--- config.mk ---
export PLATFORM = sky130hd
export DESIGN_NAME = mem_bus_ctrl
export DESIGN_NICKNAME = d
export VERILOG_FILES = /design/src/rtl/mem_bus_ctrl.sv
export SDC_FILE = /design/constraint.sdc
export NUM_CORES = 1
export LEC_CHECK = 0
export BUFFER_PORTS_ARGS = -buffer_cell sky130_fd_sc_hd__clkbuf_2
export CORE_UTILIZATION = 45
export DETAILED_ROUTE_END_ITERATION = 8
export GPL_ROUTABILITY_DRIVEN = 1
export PLACE_DENSITY = 0.85
export SKIP_LAST_GASP = 1
export SLEW_MARGIN = 20
export SYNTH_ARGS = -nofsm -noshare
export SYNTH_HDL_FRONTEND = slang
export SYNTH_SLANG_ARGS = --single-unit
--- constraint.sdc ---
create_clock -name clk -period 2.3 [get_ports clk]
set_input_delay 0.69 -clock clk [delete_from_list [all_inputs] [get_ports clk]]
set_output_delay 0.69 -clock clk [all_outputs]
set_load 0.03 [all_outputs]
--- src/rtl/mem_bus_ctrl.sv ---
// Memory-stage bus sequencer: one load/store at a time over a req/ack bus, big-endian lanes.
// Optional build macro MEM_ALIGN_CHK_EN rejects misaligned halves/words without touching the bus.
module mem_bus_ctrl #(
    parameter int unsigned TO_CYC = 16
) (
    input  logic        clk,
    input  logic        rst_,
    input  logic [3:0]  mem_i_op,
    input  logic [31:0] mem_i_addr,
    input  logic [31:0] mem_i_sdata,
    input  logic [4:0]  mem_i_waddr,
    output logic        mem_o_stall,
    output logic        bus_o_req,
    output logic        bus_o_we,
    output logic [31:0] bus_o_addr,
    output logic [3:0]  bus_o_sel,
    output logic [31:0] bus_o_wdata,
    input  logic        bus_i_ack,
    input  logic [31:0] bus_i_rdata,
    output logic        mem_o_ld_valid,
    output logic [4:0]  mem_o_ld_waddr,
    output logic [31:0] mem_o_ld_data,
    output logic        mem_o_err
);

    localparam logic [3:0] OpLb  = 4'd1;
    localparam logic [3:0] OpLbu = 4'd2;
    localparam logic [3:0] OpLh  = 4'd3;
    localparam logic [3:0] OpLhu = 4'd4;
    localparam logic [3:0] OpLw  = 4'd5;
    localparam logic [3:0] OpSb  = 4'd6;
    localparam logic [3:0] OpSh  = 4'd7;
    localparam logic [3:0] OpSw  = 4'd8;
    localparam logic [7:0] CntMax = 8'(TO_CYC - 1);

    typedef enum logic [1:0] {StIdle, StBusy, StDone} state_e;

    state_e      state_q, state_d;
    logic [3:0]  op_q;
    logic [1:0]  lane_q;
    logic [4:0]  waddr_q;
    logic [7:0]  cnt_q;
    logic        req_q, we_q, ld_valid_q, err_q;
    logic [31:0] addr_q, wdata_q, ld_data_q;
    logic [3:0]  sel_q;
    logic [4:0]  ld_waddr_q;

    logic        op_valid, is_store, is_byte, is_half, misalign;
    logic        start, abort, ack_hit, timeout;
    logic [3:0]  sel_d;
    logic [31:0] wdata_d, ld_ext;
    logic [7:0]  ld_byte;
    logic [15:0] ld_half;

    assign op_valid = (mem_i_op >= OpLb) && (mem_i_op <= OpSw);
    assign is_store = (mem_i_op == OpSb) || (mem_i_op == OpSh) || (mem_i_op == OpSw);
    assign is_byte  = (mem_i_op == OpLb) || (mem_i_op == OpLbu) || (mem_i_op == OpSb);
    assign is_half  = (mem_i_op == OpLh) || (mem_i_op == OpLhu) || (mem_i_op == OpSh);

`ifdef MEM_ALIGN_CHK_EN
    assign misalign = is_half ? mem_i_addr[0] : (!is_byte && (mem_i_addr[1:0] != 2'b00));
`else
    assign misalign = 1'b0;
`endif

    // Byte lane 0 is the most significant byte of the bus word.
    always_comb begin
        sel_d   = 4'b1111;
        wdata_d = mem_i_sdata;
        if (is_byte) begin
            sel_d   = 4'b1000 >> mem_i_addr[1:0];
            wdata_d = {4{mem_i_sdata[7:0]}};
        end else if (is_half) begin
            sel_d   = mem_i_addr[1] ? 4'b0011 : 4'b1100;
            wdata_d = {2{mem_i_sdata[15:0]}};
        end
    end

    always_comb begin
        unique case (lane_q)
            2'd0:    ld_byte = bus_i_rdata[31:24];
            2'd1:    ld_byte = bus_i_rdata[23:16];
            2'd2:    ld_byte = bus_i_rdata[15:8];
            default: ld_byte = bus_i_rdata[7:0];
        endcase
        ld_half = lane_q[1] ? bus_i_rdata[15:0] : bus_i_rdata[31:16];
        case (op_q)
            OpLb:    ld_ext = {{24{ld_byte[7]}}, ld_byte};
            OpLbu:   ld_ext = {24'd0, ld_byte};
            OpLh:    ld_ext = {{16{ld_half[15]}}, ld_half};
            OpLhu:   ld_ext = {16'd0, ld_half};
            default: ld_ext = bus_i_rdata;
        endcase
    end

    always_comb begin
        state_d     = state_q;
        mem_o_stall = 1'b0;
        start       = 1'b0;
        abort       = 1'b0;
        ack_hit     = 1'b0;
        timeout     = 1'b0;
        case (state_q)
            StIdle: begin
                if (op_valid) begin
                    mem_o_stall = 1'b1;
                    state_d     = misalign ? StDone : StBusy;
                    abort       = misalign;
                    start       = !misalign;
                end
            end
            StBusy: begin
                mem_o_stall = 1'b1;
                if (bus_i_ack) begin
                    ack_hit = 1'b1;
                    state_d = StDone;
                end else if (cnt_q == CntMax) begin
                    timeout = 1'b1;
                    state_d = StDone;
                end
            end
            StDone:  state_d = StIdle;
            default: state_d = StIdle;
        endcase
    end

    always_ff @(posedge clk or negedge rst_) begin
        if (!rst_) begin
            state_q    <= StIdle;
            op_q       <= 4'd0;
            lane_q     <= 2'd0;
            waddr_q    <= 5'd0;
            cnt_q      <= 8'd0;
            req_q      <= 1'b0;
            we_q       <= 1'b0;
            addr_q     <= 32'd0;
            sel_q      <= 4'd0;
            wdata_q    <= 32'd0;
            ld_valid_q <= 1'b0;
            ld_waddr_q <= 5'd0;
            ld_data_q  <= 32'd0;
            err_q      <= 1'b0;
        end else begin
            state_q    <= state_d;
            ld_valid_q <= 1'b0;
            err_q      <= 1'b0;
            if (start) begin
                req_q   <= 1'b1;
                we_q    <= is_store;
                addr_q  <= {mem_i_addr[31:2], 2'b00};
                sel_q   <= sel_d;
                wdata_q <= wdata_d;
                op_q    <= mem_i_op;
                lane_q  <= mem_i_addr[1:0];
                waddr_q <= mem_i_waddr;
            end
            if (abort) begin
                err_q <= 1'b1;
            end
            if (ack_hit) begin
                req_q <= 1'b0;
                if (!we_q) begin
                    ld_valid_q <= 1'b1;
                    ld_data_q  <= ld_ext;
                    ld_waddr_q <= waddr_q;
                end
            end
            if (timeout) begin
                req_q <= 1'b0;
                err_q <= 1'b1;
            end
            if (state_q == StBusy && !ack_hit && !timeout) begin
                cnt_q <= cnt_q + 8'd1;
            end else if (state_q == StDone) begin
                cnt_q <= 8'd0;
            end
        end
    end

    assign bus_o_req      = req_q;
    assign bus_o_we       = we_q;
    assign bus_o_addr     = addr_q;
    assign bus_o_sel      = sel_q;
    assign bus_o_wdata    = wdata_q;
    assign mem_o_ld_valid = ld_valid_q;
    assign mem_o_ld_waddr = ld_waddr_q;
    assign mem_o_ld_data  = ld_data_q;
    assign mem_o_err      = err_q;

endmodule

**Word level (Yosys, flattened, before mapping)**

Index checks and enable logic that the tools add are counted.

- Register bits after elaboration: 128
- Output and inout bits: 110
- Input bits: 108

- Equal/unequal tests: 18
- Bitwise operators: 1
- Shift operators: 1
- Muxes and demuxes: 28
- Order comparisons: 2
- Reductions and logical operators: 17
- Add/subtract/negate cells: 1

Operators with widths:

| operator | number |
|---|---|
| 32-bit case mux with 4 select lines | 1 |
| 32-bit 2-to-1 mux | 2 |
| 8-bit case mux with 3 select lines | 1 |
| 4-bit by 2-bit equality test with 1-bit output, second input constant | 4 |
| 4-bit by 3-bit equality test with 1-bit output, second input constant | 4 |
| 16-bit 2-to-1 mux | 1 |
| 8-bit 2-to-1 mux | 2 |
| 1-bit 2-to-1 mux | 13 |
| 4-bit 2-to-1 mux | 3 |
| 8-bit by 1-bit adder with 8-bit output, second input constant | 1 |
| 4-bit by 1-bit equality test with 1-bit output, second input constant | 2 |
| 8-bit by 4-bit equality test with 1-bit output, second input constant | 1 |
| 1-bit logical OR | 6 |
| 2-bit 2-to-1 mux | 3 |
| 2-bit by 1-bit equality test with 1-bit output, second input constant | 2 |
| 2-bit equality test, second input constant | 2 |
| 4-bit equality test, second input constant | 1 |
| 4-bit by 1-bit greater-or-equal comparator with 1-bit output, second input constant | 1 |
| 4-bit less-or-equal comparator, second input constant | 1 |
| 2-bit logical NOT | 2 |
| 2-bit case mux with 2 select lines | 1 |
| 2-bit AND reduction | 2 |
| 4-bit by 2-bit >> shifter with 4-bit output, first input constant | 1 |
| 1-bit logical AND | 3 |
| 7 further kinds | 8 |

**Logic depth before layout (Yosys ltp)**

- Word-level depth: 7
- Depth in mapped cells: 7
- Gate-level depth less buffers: 5

**Worst setup path before layout**

OpenSTA, ideal clock, no wires.

- Path type: input port to output port
- From: in mem_i_op[1]
- To: out mem_o_stall
- Stages: 4
- Path slack: -95 ps
- Data arrival time: 1,705 ps
- Buffers on the path: 1
- Cell sequence: buf_4 o31ai_1 a21oi_1 nor2_1

- Cells in the longest elaborated chain, start to end: 4
- Elaborated cells on any way between the ends: 5
- Those cells by class: order compare: 2; mux: 2; reduce/logical: 1

RTL lines:

| item | RTL line | RTL |
|---|---|---|
| start: declaration | 8 | `input logic [3:0] mem_i_op,` |
| 4-bit by 1-bit greater-or-equal comparator with 1-bit output or 4-bit less-or-equal comparator (tied branches) | 55 | `assign op_valid = (mem_i_op >= OpLb) && (mem_i_op <= OpSw);` |
| 1-bit logical AND (*) | 55 |  |
| 1-bit 2-to-1 mux (*) | 105 | `if (op_valid) begin` |
| 1-bit case mux with 2 select lines (*) | 103 | `case (state_q)` |
| end: declaration | 12 | `output logic mem_o_stall,` |

Mark *: on every way between the ends. The rest lies on a longest branch, timed or not.

**Worst setup path after layout**

Same ends and word-level chain as after synthesis.

==> metrics <==
status finished, violations left; failing checks negative setup slack; adder and majority gate portion of the synthesized area 0.2048%; Net Switching 0.005755 W; CP Class in2out; CP Launch Type primary input; CP endpoint kind primary output; routed vias/inst 5.329; multiplexer share of the synthesized area 9.484%; worst endpoint required time 1.61 ns; Total Wirelength 18150 um; Static Leak 4.316 nW; FF+latch area 0.003203 mm2; Fillers 1097; antenna cells 0; Wirelength per Cell 17.01 um; GR Util All Layers 26.92%; Post-Syn Area 0.006108 mm2; port buffer count 215; ys async rst share 100.0%; core area 0.01324 mm2; Initial Util 46.13%; Root Driver clkbuf_16; switching fraction of total power 43.39%; DR iter-0 viols 459; Comb pwr share 44.8%; DP HPWL 13320 um; Netlist cell types 58; register area share after synthesis 52.44%; Reg power frac 30.1%; fin crit share 104.3%; Synth Area in XOR/XNOR 0.1434%; H-tree levels 4; Post-Syn Instances 650; global route overflow 0; compound-gate portion of the synthesized area 11.76%; Tmin final 2.400 ns; Setup Skew 0.004558 ns; main combinational cell family by area after synthesis simple AND/OR/NAND/NOR gates; Setup Total Neg Slack -0.09954 ns; number of antenna-violating nets in the routed design 0; Die H 118.5 um; fmax 416.7 MHz; EDFF count, synth 0; worst-skew pair later-pin latency 0.42 ns; # rows 42; CP arrival 1.71 ns; clock share of power 25.1%; clock-pin slew on the worst setup and hold paths 0.06 ns; Hold WC Path Type in2async; worst slew pin tran 0.5763 ns; Max-Cap Viols 0; Max Slew Vio Count 0; first-pass GRT wire length 28990 um; Final WS setup -0.09954 ns; area grow syn2layout 36.60%; Setup Viol. Count Final 1; nets@finish 987; Max-slew headroom 61.58%; vias in the first global route 5686; initial antenna violation count 0; ys flop type dfrtp_1; Worst Path Max Fanout 2; Vias 5686; layout cells sized above 1 35.58%; multi-input gate area in the final layout 0.002659 mm2; Peak VDD IR 1.132 mV; DRT Pass-1 Iters 5; largest net degree at the start of global routing 47; total die area 0.01404 mm2; simple logic cell fraction of the synthesized area 21.14%; drt drc 0; Synth Register Bits 128; internal power 0.007509 W; width of the die 118.5 um; total clock buffers created by CTS 17; Post-CTS Setup Inserts 0; Avg Cell Area, Syn 9.397 um2; CTS Buffer Depth 2; IO Count 218; CTS Sinks 128; CTS tree built; pre-CTS WS -0.1759 ns; global placement routability congestion 0.9659; Yosys warnings 0; Hold Vio Cnt, Final 0; fin util 63.01%; power per cell area 1590 mW/mm2; RSZ-0062 raised after global routing yes
[cell usage after synthesis (3+ instances only)]
cell | n | area, um2
mux2_2 | 7 | 78.83
dfrtp_1 | 128 | 3203
mux2i_1 | 32 | 320.3
a22o_1 | 5 | 43.79
o21ai_1 | 8 | 40.04
mux4_2 | 8 | 180.2
nand2b_1 | 4 | 25.02
a21oi_1 | 26 | 130.1
o211ai_1 | 8 | 60.06
nand3_1 | 24 | 120.1
nor2_1 | 26 | 97.59
o2111ai_1 | 7 | 61.31
clkbuf_1 | 15 | 56.30
buf_4 | 5 | 37.54
o21ai_0 | 22 | 110.1
nand2_1 | 229 | 859.6
o21ai_2 | 3 | 26.28
buf_6 | 3 | 33.78
nor3b_1 | 3 | 22.52
nor3_1 | 4 | 20.02
inv_1 | 15 | 56.30
buf_2 | 18 | 90.09
a22oi_1 | 8 | 60.06
[worst max-delay path: stages]
cell and delay, ns:
buf_6 0.10, or4_4 0.56, a21oi_4 0.18, nor2_4 0.04, buf_6 0.14
[sequential cells by signal (all words and copies together) (netlist names)]
signal	cells
cnt_q	8
op_q	4
mem_o_ld_waddr	5
bus_o_req	1
mem_o_err	1
bus_o_we	1
state_q	2
waddr_q	5
lane_q	2
mem_o_ld_data	32
mem_o_ld_valid	1
bus_o_sel	4
bus_o_wdata	32
bus_o_addr	30
[final timing paths]
path                       cells after the start  slack, ns          start                 to
setup / recovery                               5       -0.1    mem_i_op[1]        mem_o_stall
hold / removal                                 1       0.19           rst_  mem_o_ld_data[10]
setup reg to reg                               4       0.28        op_q[2]   mem_o_ld_data[2]
hold reg to reg                                1       0.47       cnt_q[7]           cnt_q[7]
max in group asynchronous                      2       1.50           rst_     bus_o_wdata[7]
min in group clk                               3       0.46  mem_i_addr[8]      bus_o_addr[8]
[power groups by stage]
stage          logic, W  registers, W  clock network (W)
2_1_floorplan   0.00231       0.00562                  0
3_3_place_gp    0.00576       0.00396                  0
3_5_place_dp    0.00593       0.00399                  0
4_1_cts         0.00595       0.00399            0.00337
5_1_grt         0.00641       0.00411            0.00347
6_report        0.00594       0.00400            0.00333
[layer usage]
layer	wire [um]	vias up	track usage, %
met5	0	-	0
met1	7109	2714	31.57
li1	-	2652	-
met2	9028	289	46.14
met3	1542	31	8.494
met4	472	0	10.05
[what timing repair did]
| item | 4_1_cts | 5_1_grt |
|---|---|---|
| hold buffers | 0 | 0 |
| pin swaps | 0 | 3 |
| resized for setup | 1 | 3 |
| endpoints found under the setup margin | 1 | 1 |
[cells by family (layout without fill, tap and decap cells)]
logic type                 count (synthesis)  in the layout
other                                      1              2
muxes                                     47             47
adders and majority gates                  1              1
DFF                                      128            128
buffers and inverters                     58            298
AOI/OAI and AO/OA                        106            106
xor gates and xnor gates                   1              1
and+or+nand+nor                          308            308
[placed cells by master, fill, tap and decap left out, drive strengths merged, types with 9 or more instances in the layout]
| cell | instances |
|---|---|
| nand2 | 229 |
| o21ai | 33 |
| inv | 16 |
| a21oi | 28 |
| clkbuf | 231 |
| nor2 | 26 |
| dfrtp | 128 |
| mux2i | 32 |
| buf | 39 |
| a22oi | 9 |
| nand3 | 24 |
[final cells by class]
class / instances / share of cell area [%]
sequential: 128 / 38.39
inverter: 15 / 0.6748
clock inverter: 13 / 3.344
timing repair buffer: 251 / 17.66
clock buffer: 19 / 5.428
tap: 176 / 2.639
multi-input combinational: 465 / 31.86
[through the flow]
stage	cells	hold slack [ns]	cell area [um2]	power (W)
floorplan	651	0.3944	6138	0.007932
detailed placement	1035	0.4562	7600	0.009919
global placement	1035	0.4451	7600	0.009722
global route	1067	0.2010	8344	0.01399
CTS	1067	0.1905	8334	0.01331
finish	1067	0.1929	8344	0.01326
Note: power is estimated with default switching activity, not from simulation.
